[config.mk]
export PLATFORM = sky130hd
export DESIGN_NAME = lsu_stage
export DESIGN_NICKNAME = d
export VERILOG_FILES = /design/src/rtl/lsu_stage.sv
export SDC_FILE = /design/constraint.sdc
export NUM_CORES = 1
export LEC_CHECK = 0
export ABC_AREA = 1
export ABC_CLOCK_PERIOD_IN_PS = 8700
export BUFFER_PORTS_ARGS = -buffer_cell sky130_fd_sc_hd__buf_4
export CORE_ASPECT_RATIO = 1.5
export CORE_UTILIZATION = 46
export CTS_CLUSTER_SIZE = 16
export DETAILED_ROUTE_END_ITERATION = 6
export PLACE_DENSITY_LB_ADDON = 0.12
export SYNTH_ARGS = -nofsm -noshare
export SYNTH_HDL_FRONTEND = slang
export SYNTH_SLANG_ARGS = --single-unit
[constraint.sdc]
create_clock -name clk -period 8.7 [get_ports clk]
set_input_delay 1.74 -clock clk [delete_from_list [all_inputs] [get_ports clk]]
set_output_delay 1.74 -clock clk [all_outputs]
set_load 0.02 [all_outputs]
[src/rtl/lsu_stage.sv]
// Load/store unit stage: decodes memory ops from EX, runs one access at a time on a
// req/gnt/rvalid bus with a timeout, and registers results toward WB.
module lsu_stage #(
    parameter int XLEN    = 32,
    parameter int TIMEOUT = 16
) (
    input  logic              clk,
    input  logic              reset,
    input  logic              in_valid,
    input  logic [31:0]       instr_i,
    input  logic [XLEN-1:0]   alu_i,
    input  logic [XLEN-1:0]   data_i,
    input  logic [4:0]        wbaddr_i,
    input  logic [31:0]       pc_next_i,
    output logic              stall_o,
    output logic              out_valid,
    output logic [XLEN-1:0]   data_o,
    output logic [4:0]        wbaddr_o,
    output logic [31:0]       pc_next_o,
    output logic [31:0]       instr_o,
    output logic              err_o,
    output logic              mem_req_o,
    output logic              mem_we_o,
    output logic [XLEN-1:0]   mem_addr_o,
    output logic [XLEN/8-1:0] mem_be_o,
    output logic [XLEN-1:0]   mem_wdata_o,
    input  logic              mem_gnt_i,
    input  logic              mem_rvalid_i,
    input  logic [XLEN-1:0]   mem_rdata_i
);
    localparam int NB = XLEN / 8;
    localparam int OW = $clog2(NB);
    localparam logic [6:0] OP_LOAD  = 7'b0000011;
    localparam logic [6:0] OP_STORE = 7'b0100011;
    localparam logic [7:0] CNT_LAST = 8'(TIMEOUT - 1);

    typedef enum logic [1:0] {IDLE = 2'd0, REQ = 2'd1, WAIT = 2'd2} state_t;

    function automatic logic f3_legal(input logic is_store, input logic [2:0] f3);
        logic ok;
        case (f3)
            3'b000, 3'b001, 3'b010: ok = 1'b1;
            3'b011:                 ok = (XLEN == 64);
            3'b100, 3'b101:         ok = !is_store;
            3'b110:                 ok = !is_store && (XLEN == 64);
            default:                ok = 1'b0;
        endcase
        return ok;
    endfunction

    function automatic logic misaligned(input logic [2:0] f3, input logic [2:0] a);
        logic m;
        case (f3[1:0])
            2'b01:   m = a[0];
            2'b10:   m = (a[1:0] != 2'b00);
            2'b11:   m = (a != 3'b000);
            default: m = 1'b0;
        endcase
        return m;
    endfunction

    function automatic logic [3:0] size_bytes(input logic [2:0] f3);
        logic [3:0] n;
        case (f3[1:0])
            2'b00:   n = 4'd1;
            2'b01:   n = 4'd2;
            2'b10:   n = 4'd4;
            default: n = 4'd8;
        endcase
        return n;
    endfunction

    function automatic logic [XLEN-1:0] load_extract(input logic [2:0] f3, input logic [XLEN-1:0] lane);
        logic [XLEN-1:0] v;
        case (f3)
            3'b000:  v = XLEN'($signed(lane[7:0]));
            3'b001:  v = XLEN'($signed(lane[15:0]));
            3'b010:  v = XLEN'($signed(lane[31:0]));
            3'b100:  v = XLEN'(lane[7:0]);
            3'b101:  v = XLEN'(lane[15:0]);
            3'b110:  v = XLEN'(lane[31:0]);
            default: v = lane;
        endcase
        return v;
    endfunction

    state_t            state_q, state_d;
    logic [7:0]        cnt_q, cnt_d;
    logic              done_q, done_d;
    logic              ov_q, ov_d, err_q, err_d;
    logic [XLEN-1:0]   data_q, data_d;
    logic [4:0]        wb_q, wb_d;
    logic [31:0]       pc_q, pc_d, ins_q, ins_d;
    logic [2:0]        lat_f3_q, lat_f3_d;
    logic [OW-1:0]     lat_off_q, lat_off_d;
    logic [4:0]        lat_wb_q, lat_wb_d;
    logic [31:0]       lat_pc_q, lat_pc_d, lat_ins_q, lat_ins_d;
    logic              mwe_q, mwe_d;
    logic [XLEN-1:0]   maddr_q, maddr_d, mwdata_q, mwdata_d;
    logic [NB-1:0]     mbe_q, mbe_d;

    logic [2:0]        f3_s;
    logic              is_store_s, is_mem_s, bad_s, go_s, fin_s, fault_s;
    logic [OW-1:0]     off_s;
    logic [15:0]       mask_s;
    logic [XLEN-1:0]   lane_s;

    assign f3_s       = instr_i[14:12];
    assign off_s      = alu_i[OW-1:0];
    assign is_store_s = (instr_i[6:0] == OP_STORE);
    assign is_mem_s   = (instr_i[6:0] == OP_LOAD) || is_store_s;
    assign bad_s      = !f3_legal(is_store_s, f3_s) || misaligned(f3_s, alu_i[2:0]);
    // done_q marks the completion cycle: the held instruction on the inputs is the one just finished
    assign go_s       = in_valid && is_mem_s && !bad_s && !done_q;
    assign mask_s     = (16'd1 << size_bytes(f3_s)) - 16'd1;
    assign lane_s     = mem_rdata_i >> {lat_off_q, 3'b000};

    assign stall_o     = !reset && ((state_q != IDLE) || go_s);
    assign mem_req_o   = (state_q == REQ);
    assign mem_we_o    = mwe_q;
    assign mem_addr_o  = maddr_q;
    assign mem_be_o    = mbe_q;
    assign mem_wdata_o = mwdata_q;
    assign out_valid   = ov_q;
    assign err_o       = err_q;
    assign data_o      = data_q;
    assign wbaddr_o    = wb_q;
    assign pc_next_o   = pc_q;
    assign instr_o     = ins_q;

    // Next-state, acceptance latching and result formation
    always_comb begin
        state_d   = state_q;
        cnt_d     = cnt_q;
        done_d    = 1'b0;
        ov_d      = 1'b0;
        err_d     = err_q;
        data_d    = data_q;
        wb_d      = wb_q;
        pc_d      = pc_q;
        ins_d     = ins_q;
        lat_f3_d  = lat_f3_q;
        lat_off_d = lat_off_q;
        lat_wb_d  = lat_wb_q;
        lat_pc_d  = lat_pc_q;
        lat_ins_d = lat_ins_q;
        mwe_d     = mwe_q;
        maddr_d   = maddr_q;
        mbe_d     = mbe_q;
        mwdata_d  = mwdata_q;
        fin_s     = 1'b0;
        fault_s   = 1'b0;
        case (state_q)
            IDLE: begin
                if (in_valid && !done_q && !is_mem_s) begin
                    ov_d   = 1'b1;
                    err_d  = 1'b0;
                    data_d = alu_i;
                    wb_d   = wbaddr_i;
                    pc_d   = pc_next_i;
                    ins_d  = instr_i;
                end else if (in_valid && !done_q && bad_s) begin
                    ov_d   = 1'b1;
                    err_d  = 1'b1;
                    data_d = {XLEN{1'b0}};
                    wb_d   = 5'd0;
                    pc_d   = pc_next_i;
                    ins_d  = instr_i;
                end else if (go_s) begin
                    state_d   = REQ;
                    cnt_d     = 8'd0;
                    lat_f3_d  = f3_s;
                    lat_off_d = off_s;
                    lat_wb_d  = wbaddr_i;
                    lat_pc_d  = pc_next_i;
                    lat_ins_d = instr_i;
                    mwe_d     = is_store_s;
                    maddr_d   = {alu_i[XLEN-1:OW], {OW{1'b0}}};
                    mbe_d     = mask_s[NB-1:0] << off_s;
                    mwdata_d  = data_i << {off_s, 3'b000};
                end else begin
                    state_d = IDLE;
                end
            end
            REQ: begin
                if (mem_gnt_i && mem_rvalid_i) begin
                    fin_s = 1'b1;
                end else if (cnt_q == CNT_LAST) begin
                    fault_s = 1'b1;
                end else begin
                    state_d = mem_gnt_i ? WAIT : REQ;
                    cnt_d   = cnt_q + 8'd1;
                end
            end
            WAIT: begin
                if (mem_rvalid_i) begin
                    fin_s = 1'b1;
                end else if (cnt_q == CNT_LAST) begin
                    fault_s = 1'b1;
                end else begin
                    cnt_d = cnt_q + 8'd1;
                end
            end
            default: state_d = IDLE;
        endcase
        if (fin_s || fault_s) begin
            state_d = IDLE;
            done_d  = 1'b1;
            ov_d    = 1'b1;
            err_d   = fault_s;
            data_d  = (fault_s || mwe_q) ? {XLEN{1'b0}} : load_extract(lat_f3_q, lane_s);
            wb_d    = (fault_s || mwe_q) ? 5'd0 : lat_wb_q;
            pc_d    = lat_pc_q;
            ins_d   = lat_ins_q;
        end else begin
            done_d = 1'b0;
        end
    end

    // State and output registers, cleared asynchronously
    always_ff @(posedge clk or posedge reset) begin
        if (reset) begin
            state_q   <= IDLE;
            cnt_q     <= 8'd0;
            done_q    <= 1'b0;
            ov_q      <= 1'b0;
            err_q     <= 1'b0;
            data_q    <= {XLEN{1'b0}};
            wb_q      <= 5'd0;
            pc_q      <= 32'd0;
            ins_q     <= 32'd0;
            lat_f3_q  <= 3'd0;
            lat_off_q <= {OW{1'b0}};
            lat_wb_q  <= 5'd0;
            lat_pc_q  <= 32'd0;
            lat_ins_q <= 32'd0;
            mwe_q     <= 1'b0;
            maddr_q   <= {XLEN{1'b0}};
            mbe_q     <= {NB{1'b0}};
            mwdata_q  <= {XLEN{1'b0}};
        end else begin
            state_q   <= state_d;
            cnt_q     <= cnt_d;
            done_q    <= done_d;
            ov_q      <= ov_d;
            err_q     <= err_d;
            data_q    <= data_d;
            wb_q      <= wb_d;
            pc_q      <= pc_d;
            ins_q     <= ins_d;
            lat_f3_q  <= lat_f3_d;
            lat_off_q <= lat_off_d;
            lat_wb_q  <= lat_wb_d;
            lat_pc_q  <= lat_pc_d;
            lat_ins_q <= lat_ins_d;
            mwe_q     <= mwe_d;
            maddr_q   <= maddr_d;
            mbe_q     <= mbe_d;
            mwdata_q  <= mwdata_d;
        end
    end
endmodule
==> results.tsv <==
stage	metric	value	unit
run_status	outcome	complete, but fails checks	
run_status	failing checks	DRC	
global_routing	total track usage	0.282	
pwr	leakage	9.27	nW
global_routing	vias in the first global route	12300	
cts	Worst-path clk slew	0.06	ns
placed_design	I/O Buffers	341	
worst_setup_path	CP max FO	29	
global_routing	GRT met3 Usage	0.0568	
global_routing	initial antenna violation count	1	
floorplanning	num ports	344	
cts	clk buf depth	3	
placed_design	DP HPWL	27400	um
synthesis	Avg Synthesized Cell Area	7.26	um2
layout	share of cells above drive strength 1	0.197	
floorplanning	Cell Rows	75	
pwr	peak supply drop	0.263	mV
cts	clock buffer count from CTS	27	
timing	TNS Setup	0	ns
cts	H-tree depth	1	
layout	area of the multi-input gates	0.00564	mm2
floorplanning	Die H	209	um
routing	Detail Route Antenna Nets	0	
synthesis	synthesis-stage register bit count	252	
worst_setup_path	CP arrival	3.32	ns
timing	RSZ-0062 raised after global routing	false	
floorplanning	DIE WIDTH	140	um
global_routing	met1 usage	0.348	
timing	final period utilization	0.582	
global_routing	first-pass GRT wire length	65200	um
floorplanning	Initial Util	0.468	
synthesis	Gate Count Post-Synth	1802	
worst_setup_path	CP required	6.96	ns
cts	post_cts resized	0	
timing	final setup fails	0	
routing	final WL	41100	um
cts	Post-CTS Hold Buffers	0	
global_routing	GRT Residual Overflow	0	
global_routing	largest net degree at the start of global routing	124	
run	max-cap violations	0	
routing	DRC Markers	5	
layout	filler cell count	2694	
synthesis	Mapped Area	0.0131	mm2
routing	Vias	12700	
timing	Clock Skew	0.0142	ns
timing	Fmax	197	MHz
timing	post-route minimum period	5.06	ns
routing	WL/cell	16.9	um
placed_design	RD Place Congestion	0.885	
cts	clk sinks	252	
cts	CTS tree	yes	
timing	Hold Violations, Final	0	
timing	Max Slew Vio Count	0	
synthesis	synth unique cells	34	
floorplanning	Core Area	0.0280	mm2
min_path	HP Class	reg -> reg	
global_routing	met2 Track Usage GR	0.470	
worst_setup_path	kind of critical path	in -> out	
synthesis	EDFF count, synth	0	
pwr	Power Dens Cells	292	mW/mm2
cts	clock root buffer	clkbuf_16	
layout	area delta synth->final	24.9	%
timing	Worst slew margin	0.150	
routing	DR vias/cell	5.24	
layout	Nets	2238	
synthesis	asr flop ratio synth	1.00	
worst_setup_path	crit path capture type	output pin	
synthesis	Synth Warn #	0	
routing	DRT iter0 DRCs	831	
cts	total setup buffers inserted after CTS	0	
synthesis	Seq/Total Area, Yosys	0.482	
routing	DR pass1 iterations	7	
cts	Worst-Skew Late Latency	0.54	ns
worst_setup_path	Startpoint Class	input pin	
floorplanning	die area	0.0291	mm2
layout	Sequential cell area	0.00631	mm2
synthesis	Main synth FF type	dfrtp_1	
layout	utilization after layout	0.585	
global_routing	GR peak layer	met2	
timing	Slew @ Worst Pin	1.27	ns
## cell usage after synthesis (2+ instances only)
library cell,instances,share of area
nor3b_1,2,0.0011
o22ai_1,8,0.0038
nand2_1,783,0.22
clkbuf_1,30,0.0086
or2_2,3,0.0014
o211ai_1,7,0.0040
nor2_1,89,0.026
nand3_2,3,0.0023
dfrtp_1,252,0.48
a22oi_1,7,0.0040
o21ai_0,101,0.039
buf_2,48,0.018
a21oi_1,10,0.0038
buf_1,15,0.0043
o221ai_1,8,0.0054
inv_1,128,0.037
nor2_2,6,0.0029
nand2_4,2,0.0017
nand4_1,11,0.0053
nand3_1,243,0.093
inv_2,2,0.00057
buf_4,11,0.0063
buf_6,17,0.015
nand2_2,2,0.00096
ha_1,5,0.0048
## logic make-up (layout without fill, tap and decap cells)
logic type,count (synthesis),count (layout),synth area share
xor gates and xnor gates,1,1,0.000669
buffers and inverters,252,529,0.0898
AOI/OAI and AO/OA,144,144,0.0613
other,1,3,0.000287
adders and majority gates,5,5,0.00478
DFF,252,252,0.482
and+or+nand+nor,1147,1147,0.361
## metal layers
layer / share of wire / routed length [um] / vias up
met4: 0.049 / 2030 / 0
met5: 0 / 0 / -
met3: 0.082 / 3360 / 102
met2: 0.49 / 20100 / 499
met1: 0.38 / 15600 / 5943
li1: - / - / 6183
## report_power, final
part           internal, mW  switching (mW)  leakage, nW
sequential             1.48           0.196         3.26
combinational         0.707            1.27         5.60
clock                 0.644           0.467        0.403
total                  2.83            1.93         9.27
## critical path, cell delays in order
cell and delay (ns):
buf_4 0.16, inv_1 0.56, o21ai_1 0.16, nand2_1 0.21, nand3_1 0.13, a21oi_1 0.17, buf_4 0.18
## sequential cells by signal (all words and copies together), names as in the netlist
name	flops
mem_addr_o	30
lat_pc_q	32
state_q	2
lat_f3_q	2
lat_wb_q	5
pc_next_o	32
mem_wdata_o	32
lat_off_q	2
lat_ins_q	30
wbaddr_o	5
mem_we_o	1
done_q	1
cnt_q	8
err_o	1
instr_o	32
out_valid	1
data_o	32
mem_be_o	4
## per-stage QoR
step | hold WS, ns | cells | cell area [um2] | power [mW] | setup WS (ns)
floorplan | 0.440 | 1803 | 13100 | 2.96 | 0.0317
global placement | 0.451 | 2380 | 15500 | 3.65 | 3.72
detailed placement | 0.455 | 2380 | 15500 | 3.69 | 3.63
CTS | 0.471 | 2426 | 16300 | 4.81 | 3.65
global route | 0.476 | 2426 | 16300 | 5.07 | 3.49
finish | 0.467 | 2427 | 16400 | 4.77 | 3.64
## cell usage in the layout, fill, tap and decap left out, types with 2 or more instances in the layout
| master | netlist | final |
|---|---|---|
| a21oi_1 | 10 | 10 |
| a22oi_1 | 7 | 7 |
| buf_4 | 11 | 352 |
| clkbuf_1 | 30 | 12 |
| clkbuf_16 | 0 | 27 |
| clkbuf_8 | 0 | 5 |
| conb_1 | 1 | 2 |
| dfrtp_1 | 252 | 252 |
| ha_1 | 5 | 5 |
| inv_1 | 128 | 127 |
| inv_2 | 2 | 2 |
| inv_8 | 0 | 2 |
| nand2_1 | 783 | 781 |
| nand2_2 | 2 | 2 |
| nand2_4 | 2 | 4 |
| nand3_1 | 243 | 243 |
| nand3_2 | 3 | 2 |
| nand4_1 | 11 | 11 |
| nor2_1 | 89 | 89 |
| nor2_2 | 6 | 5 |
| nor3b_1 | 2 | 2 |
| o211ai_1 | 7 | 7 |
| o21ai_0 | 101 | 101 |
| o221ai_1 | 8 | 8 |
| o22ai_1 | 8 | 8 |
| or2_2 | 3 | 3 |
## final timing paths
check / from / cells past startpoint / endpoint / slack (ns)
setup / recovery: alu_i[0] / 7 / stall_o / 3.64
hold reg to reg: lat_ins_q[1] / 1 / lat_ins_q[1] / 0.47
setup reg to reg: state_q[0] / 10 / pc_next_o[30] / 4.87
min in group asynchronous: reset / 2 / lat_ins_q[8] / 1.38
hold / removal: lat_ins_q[1] / 1 / lat_ins_q[1] / 0.47
max in group asynchronous: reset / 3 / mem_wdata_o[22] / 5.73
## final cells by class
| type | count | share of cell area |
|---|---|---|
| flip-flops and latches | 252 | 0.386 |
| multi-input cells | 1299 | 0.345 |
| repair buffers | 352 | 0.162 |
| clock buffers | 44 | 0.0483 |
| inverters | 131 | 0.0305 |
| well taps | 346 | 0.0265 |
| clock inverters | 2 | 0.00253 |
| diodes | 1 | 0.000153 |
(Power assumes the default switching activity.)
